==> src/rtl/lit_write_scheduler_pkg.sv <==
// lit_write_scheduler_pkg: shared widths, reset base and write-beat type for the literal write scheduler.
package lit_write_scheduler_pkg;
  localparam int DATA_W    = 64;
  localparam int ADDR_W    = 9;
  localparam int BE_W      = 8;
  localparam int BASE_INIT = 0;
  typedef struct packed {
    logic [DATA_W-1:0] data;
    logic [ADDR_W-1:0] address;
    logic [BE_W-1:0]   byte_valid;
  } beat_t;
endpackage

==> src/rtl/lit_write_scheduler_arb.sv <==
// lit_bank_arb: one bank's arbiter; copy wins unless starved, literals round-robin from a one-hot base.
module lit_bank_arb
  import lit_write_scheduler_pkg::*;
#(
  parameter int NUM_PARSER = 6,
  parameter int COPY_MAX   = 4
) (
  input  logic                  clk,
  input  logic                  rst,
  input  logic [NUM_PARSER-1:0] i_req,
  input  logic                  i_copy_req,
  output logic [NUM_PARSER-1:0] o_lit_gnt,
  output logic                  o_copy_gnt
);
  localparam int SW = $clog2(COPY_MAX + 1);
  logic [NUM_PARSER-1:0]   r_base;
  logic [SW-1:0]           r_starve;
  logic [2*NUM_PARSER-1:0] w_dbl, w_dgnt;
  logic [NUM_PARSER-1:0]   w_rr, w_next;
  logic                    w_pend, w_full;
  // doubled request vector: subtracting the base clears the first request at or after it
  always_comb begin
    w_pend     = |i_req;
    w_full     = r_starve == SW'(COPY_MAX);
    w_dbl      = {i_req, i_req};
    w_dgnt     = w_dbl & ~(w_dbl - {{NUM_PARSER{1'b0}}, r_base});
    w_rr       = w_dgnt[NUM_PARSER-1:0] | w_dgnt[2*NUM_PARSER-1:NUM_PARSER];
    o_copy_gnt = ~rst & i_copy_req & ~(w_full & w_pend);
    o_lit_gnt  = (rst | o_copy_gnt) ? '0 : w_rr;
    w_next     = (o_lit_gnt << 1) | (o_lit_gnt >> (NUM_PARSER - 1));
  end
  always_ff @(posedge clk) begin
    if (rst) begin
      r_base   <= NUM_PARSER'(1) << BASE_INIT;
      r_starve <= '0;
    end else begin
      if (|o_lit_gnt) r_base <= w_next;
      r_starve <= (|o_lit_gnt || !w_pend) ? '0 : (o_copy_gnt && !w_full) ? r_starve + 1'b1 : r_starve;
    end
  end
endmodule

==> src/rtl/lit_write_scheduler.sv <==
// lit_write_scheduler: schedules parser literal writes and copy-result writes onto history-buffer banks.
module lit_write_scheduler
  import lit_write_scheduler_pkg::*;
#(
  parameter int NUM_PARSER = 6,
  parameter int NUM_LOG    = 3,
  parameter int NUM_BANK   = 4,
  parameter int COPY_MAX   = 4,
  localparam int BW        = $clog2(NUM_BANK)
) (
  input  logic                         clk,
  input  logic                         rst,
  input  logic [NUM_PARSER-1:0]        lit_valid,
  input  logic [NUM_PARSER*BW-1:0]     lit_bank,
  input  logic [NUM_PARSER*DATA_W-1:0] lit_data,
  input  logic [NUM_PARSER*ADDR_W-1:0] lit_address,
  input  logic [NUM_PARSER*BE_W-1:0]   lit_byte_valid,
  output logic [NUM_PARSER-1:0]        lit_ready,
  input  logic                         copy_valid,
  input  logic [BW-1:0]                copy_bank,
  input  logic [DATA_W-1:0]            copy_data,
  input  logic [ADDR_W-1:0]            copy_address,
  input  logic [BE_W-1:0]              copy_byte_valid,
  output logic                         copy_ready,
  output logic [NUM_BANK-1:0]          wr_en,
  output logic [NUM_BANK*DATA_W-1:0]   wr_data,
  output logic [NUM_BANK*ADDR_W-1:0]   wr_address,
  output logic [NUM_BANK*BE_W-1:0]     wr_byte_valid,
  output logic                         idle
);
  logic [NUM_PARSER-1:0] w_req [NUM_BANK];
  logic [NUM_PARSER-1:0] w_gnt [NUM_BANK];
  logic [NUM_LOG-1:0]    w_idx [NUM_BANK];
  beat_t                 w_beat[NUM_BANK];
  beat_t                 r_beat[NUM_BANK];
  logic [NUM_BANK-1:0]   w_copy_req, w_copy_gnt, r_wr_en;
  always_comb begin
    for (int b = 0; b < NUM_BANK; b++) begin
      w_copy_req[b] = copy_valid & (copy_bank == BW'(b));
      for (int p = 0; p < NUM_PARSER; p++)
        w_req[b][p] = lit_valid[p] & (lit_bank[p*BW +: BW] == BW'(b));
    end
  end
  // grants are one-hot per bank, so OR-encoding yields the winning parser index
  always_comb begin
    lit_ready = '0;
    for (int b = 0; b < NUM_BANK; b++) begin
      w_idx[b] = '0;
      for (int p = 0; p < NUM_PARSER; p++)
        if (w_gnt[b][p]) w_idx[b] = w_idx[b] | NUM_LOG'(p);
      lit_ready = lit_ready | w_gnt[b];
      w_beat[b] = w_copy_gnt[b] ? beat_t'{copy_data, copy_address, copy_byte_valid}
                                : beat_t'{lit_data[w_idx[b]*DATA_W +: DATA_W],
                                          lit_address[w_idx[b]*ADDR_W +: ADDR_W],
                                          lit_byte_valid[w_idx[b]*BE_W +: BE_W]};
    end
  end
  assign copy_ready = |w_copy_gnt;
  assign idle       = ~|lit_valid & ~copy_valid & ~|r_wr_en;
  assign wr_en      = r_wr_en;
  always_ff @(posedge clk) begin
    for (int b = 0; b < NUM_BANK; b++) begin
      if (rst) begin
        r_wr_en[b] <= 1'b0;
        r_beat[b]  <= '0;
      end else begin
        r_wr_en[b] <= w_copy_gnt[b] | (|w_gnt[b]);
        if (w_copy_gnt[b] || |w_gnt[b]) r_beat[b] <= w_beat[b];
      end
    end
  end
  for (genvar b = 0; b < NUM_BANK; b++) begin : g_bank
    lit_bank_arb #(.NUM_PARSER(NUM_PARSER), .COPY_MAX(COPY_MAX)) u_arb (
      .clk       (clk),
      .rst       (rst),
      .i_req     (w_req[b]),
      .i_copy_req(w_copy_req[b]),
      .o_lit_gnt (w_gnt[b]),
      .o_copy_gnt(w_copy_gnt[b])
    );
    assign wr_data[b*DATA_W +: DATA_W]       = r_beat[b].data;
    assign wr_address[b*ADDR_W +: ADDR_W]    = r_beat[b].address;
    assign wr_byte_valid[b*BE_W +: BE_W]     = r_beat[b].byte_valid;
  end
endmodule

==> config.mk <==
export PLATFORM = sky130hd
export DESIGN_NAME = lit_write_scheduler
export DESIGN_NICKNAME = d
export VERILOG_FILES = /design/src/rtl/lit_write_scheduler_pkg.sv /design/src/rtl/lit_write_scheduler_arb.sv /design/src/rtl/lit_write_scheduler.sv
export SDC_FILE = /design/constraint.sdc
export NUM_CORES = 2
export LEC_CHECK = 0
export CAP_MARGIN = 40
export CORE_AREA = 2 2 365 367
export DETAILED_ROUTE_END_ITERATION = 7
export DIE_AREA = 0 0 367 369
export GPL_ROUTABILITY_DRIVEN = 0
export GPL_TIMING_DRIVEN = 1
export PLACE_DENSITY_LB_ADDON = 0.08
export SYNTH_ARGS = -nofsm -noshare
export SYNTH_HDL_FRONTEND = slang
export SYNTH_SLANG_ARGS = --single-unit
==> constraint.sdc <==
create_clock -name clk -period 8 [get_ports clk]
set_clock_uncertainty 0.15 [all_clocks]
set_input_delay 1.6 -clock clk [delete_from_list [all_inputs] [get_ports clk]]
set_output_delay 1.6 -clock clk [all_outputs]
set_load 0.01 [all_outputs]
==> metrics.txt <==
Routed Antenna Nets=0; Switching Share=38.8%; Psw=0.00337 W; R2R Path Start=g_bank[0].u_arb.r_base[1]; most common cell after layout, fill and taps aside=clkdlybuf4s50_1; area leader, netlist=edfxtp_1; post-synthesis async set-or-reset flop share=0%; worst hold-check path type=reg2reg; Starting Density=26.0%; CTS Hold Bufs=0; Setup crit end kind=primary output; Detailed Place HPWL=159 mm; Setup CP Type=in2out; Fmax=0.143 GHz; IO buf count=925; Hold Path Stages=2; ranking of synthesized cells by area=edfxtp_1 (28%), a211oi_1 (7.2%), nor2_1 (5.8%); gr ovfl total=0; Die W=367 um; drt total wl=257 mm; syn nets=4,833; DR vias/cell=6.60; drt wl/cell=38.4 um; sequential-to-total area share from yosys stat=30.8%; Leak Pwr=16.9 nW; # DRC=0; Max Cap Viol=0; Final min period=7.01 ns; worst reg-to-reg setup slack=3.36 ns; Longest Clk Path Bufs=3; post-CTS sizing=0; Clock power frac=28.8%; critical path peak fanout=14; placed cell count=6,538; area fraction of the dominant cell type after synthesis=28.5%; Synth cell types=78; status=finished clean; EDFF count, synth=324; Synth Cell Area=34,200 um^2; Area growth syn-to-layout=38.7%; Die Span Y=369 um; Power Density=183 nW/um^2; Core Box Area=131,000 um^2; Synth Flop Type=edfxtp_1; FF+latch count, synth=364; worst skew pair latency=0.69 ns; vias in the first global route=42,400; Vias=44,200; final net count=5,463; unrepaired setup endpoints after global routing=false; CP startpoint kind=input pin; fin util=36.1%; Clock Pin Slew Worst Setup and Hold Paths=0.06 ns; Finished Layout Cells=6,697; Hold Crit Endpoint=g_bank[0].u_arb.r_base[4]; setup bufs post-CTS=0; gr usage total=36.0%; share of cells above drive strength 1=10.5%; Root Buffer=clkbuf_16; H-tree levels=2; CTS Sinks=364; Avg Cell Area, Syn=8.11 um^2; TritonCTS buffer count=56; pin count of the biggest net entering global routing=151; combinational share of power=39.7%; Syn. warnings=0; Max-slew headroom=30.3%; number of DRC markers in iteration 0=6,214; Syn Inst Count=4,211; most frequent cells in the layout=clkdlybuf4s50_1 (925), nor2_1 (527), a211oi_1 (326); io pins=926; Final Hold Fails=0; part of the power in registers=31.5%; Tcrit/Tclk final=87.6%; # rows=133; die area=135,000 um^2; worst slew pin tran=1.05 ns; Worst Path Required=6.25 ns; CTS tree=built; Pint=0.00532 W; R2R Path End=r_beat[0][28]; Final setup violation count=0; setup TNS=0 ns; Max Slew Vio Count=0; worst min-delay path startpoint=g_bank[0].u_arb.r_base[4]; VDD IR-drop max=0.188 mV; Critical Path AT=5.26 ns; first-pass GRT wire length=350 mm; initial antenna violation count=76; Reg2Reg Depth=11; number of iterations in the first detailed-routing pass=8
-- metrics by stage --
step	worst slack [ns]	hold slack [ns]	area [um^2]	power [W]
2_1_floorplan	0.887	0.286	34200	0.00406
3_3_place_gp	0.926	0.307	45300	0.00612
3_5_place_dp	1.02	0.305	45500	0.00612
4_1_cts	1.02	0.313	47300	0.00864
5_1_grt	0.774	0.331	47400	0.00889
6_report	0.992	0.308	47400	0.00869
-- state kept, by name, indices dropped and copies added (netlist names) --
name / cells
g_bank.u_arb.r_base: 24
wr_en: 4
g_bank.u_arb.r_starve: 12
r_beat: 324
-- final cells by class --
class                           count  area [um^2]
Fill cell                       13700        83700
Multi-Input combinational cell   3238        21500
Timing Repair Buffer             1055        10800
Sequential cell                   364        10500
Tap cell                         1755         2200
Clock buffer                       78         1570
Inverter                          126          473
Clock inverter                     27          158
Antenna cell                       54          135
-- cell usage after synthesis (all sizes together) (86+ instances only) --
cell	n
a211o	86
a211oi	326
a21oi	106
a31oi	173
and3	86
buf	118
clkbuf	364
edfxtp	324
inv	126
mux2	162
nand2	216
nor2	530
nor3	249
nor4	95
o21ai	257
o22ai	165
-- cell families (layout without fill, tap and decap cells) --
kind of cell | after synthesis | in the layout | synth area share (%)
xor gates and xnor gates | 20 | 20 | 0.513
and+or+nand+nor | 1444 | 1444 | 20.6
adders and majority gates | 32 | 32 | 1.26
buffers and inverters | 609 | 1286 | 7.26
DFF | 364 | 364 | 30.8
AOI/OAI and AO/OA | 1497 | 1497 | 31.8
muxes | 245 | 245 | 7.77
other | 0 | 54 | 0
-- worst max-delay path, cell delays in order --
cell	delay (ns)
clkdlybuf4s50_1	0.52
nor3b_1	0.57
ha_1	0.40
a21o_1	0.22
o21a_1	0.19
a311oi_1	0.61
or2_4	0.45
nand3_1	0.17
clkdlybuf4s50_1	0.52
-- power by group through the flow --
| stage | Clock, W | Combinational (W) | Sequential [W] |
|---|---|---|---|
| after CTS | 0.00253 | 0.00338 | 0.00273 |
| after detailed placement | 0 | 0.00337 | 0.00276 |
| final | 0.00250 | 0.00345 | 0.00274 |
| after global routing | 0.00258 | 0.00357 | 0.00274 |
| after floorplan | 0 | 0.00124 | 0.00281 |
| after global placement | 0 | 0.00335 | 0.00277 |
-- metal layers --
metal	global-route usage (%)	up-vias	part of all wire (%)
met3	10.7	900	12
met1	43.9	21500	37
met2	56.1	3736	45
li1	-	18000	-
met4	20.7	48	6.1
met5	0	-	0.12
-- how the worst max path moves through the flow --
| stage | from | endpoint | slack (ns) |
|---|---|---|---|
| final | lit_valid[2] | lit_ready[3] | 0.99 |
| after global routing | lit_valid[2] | lit_ready[3] | 0.77 |
| after CTS | lit_valid[1] | lit_ready[4] | 1.02 |
| after detailed placement | lit_valid[1] | lit_ready[4] | 1.02 |
| after global placement | lit_bank[1] | r_beat[1][36] | 0.93 |
| after floorplan | lit_bank[3] | r_beat[0][0] | 0.89 |
Note: power is estimated with default switching activity, not from simulation.
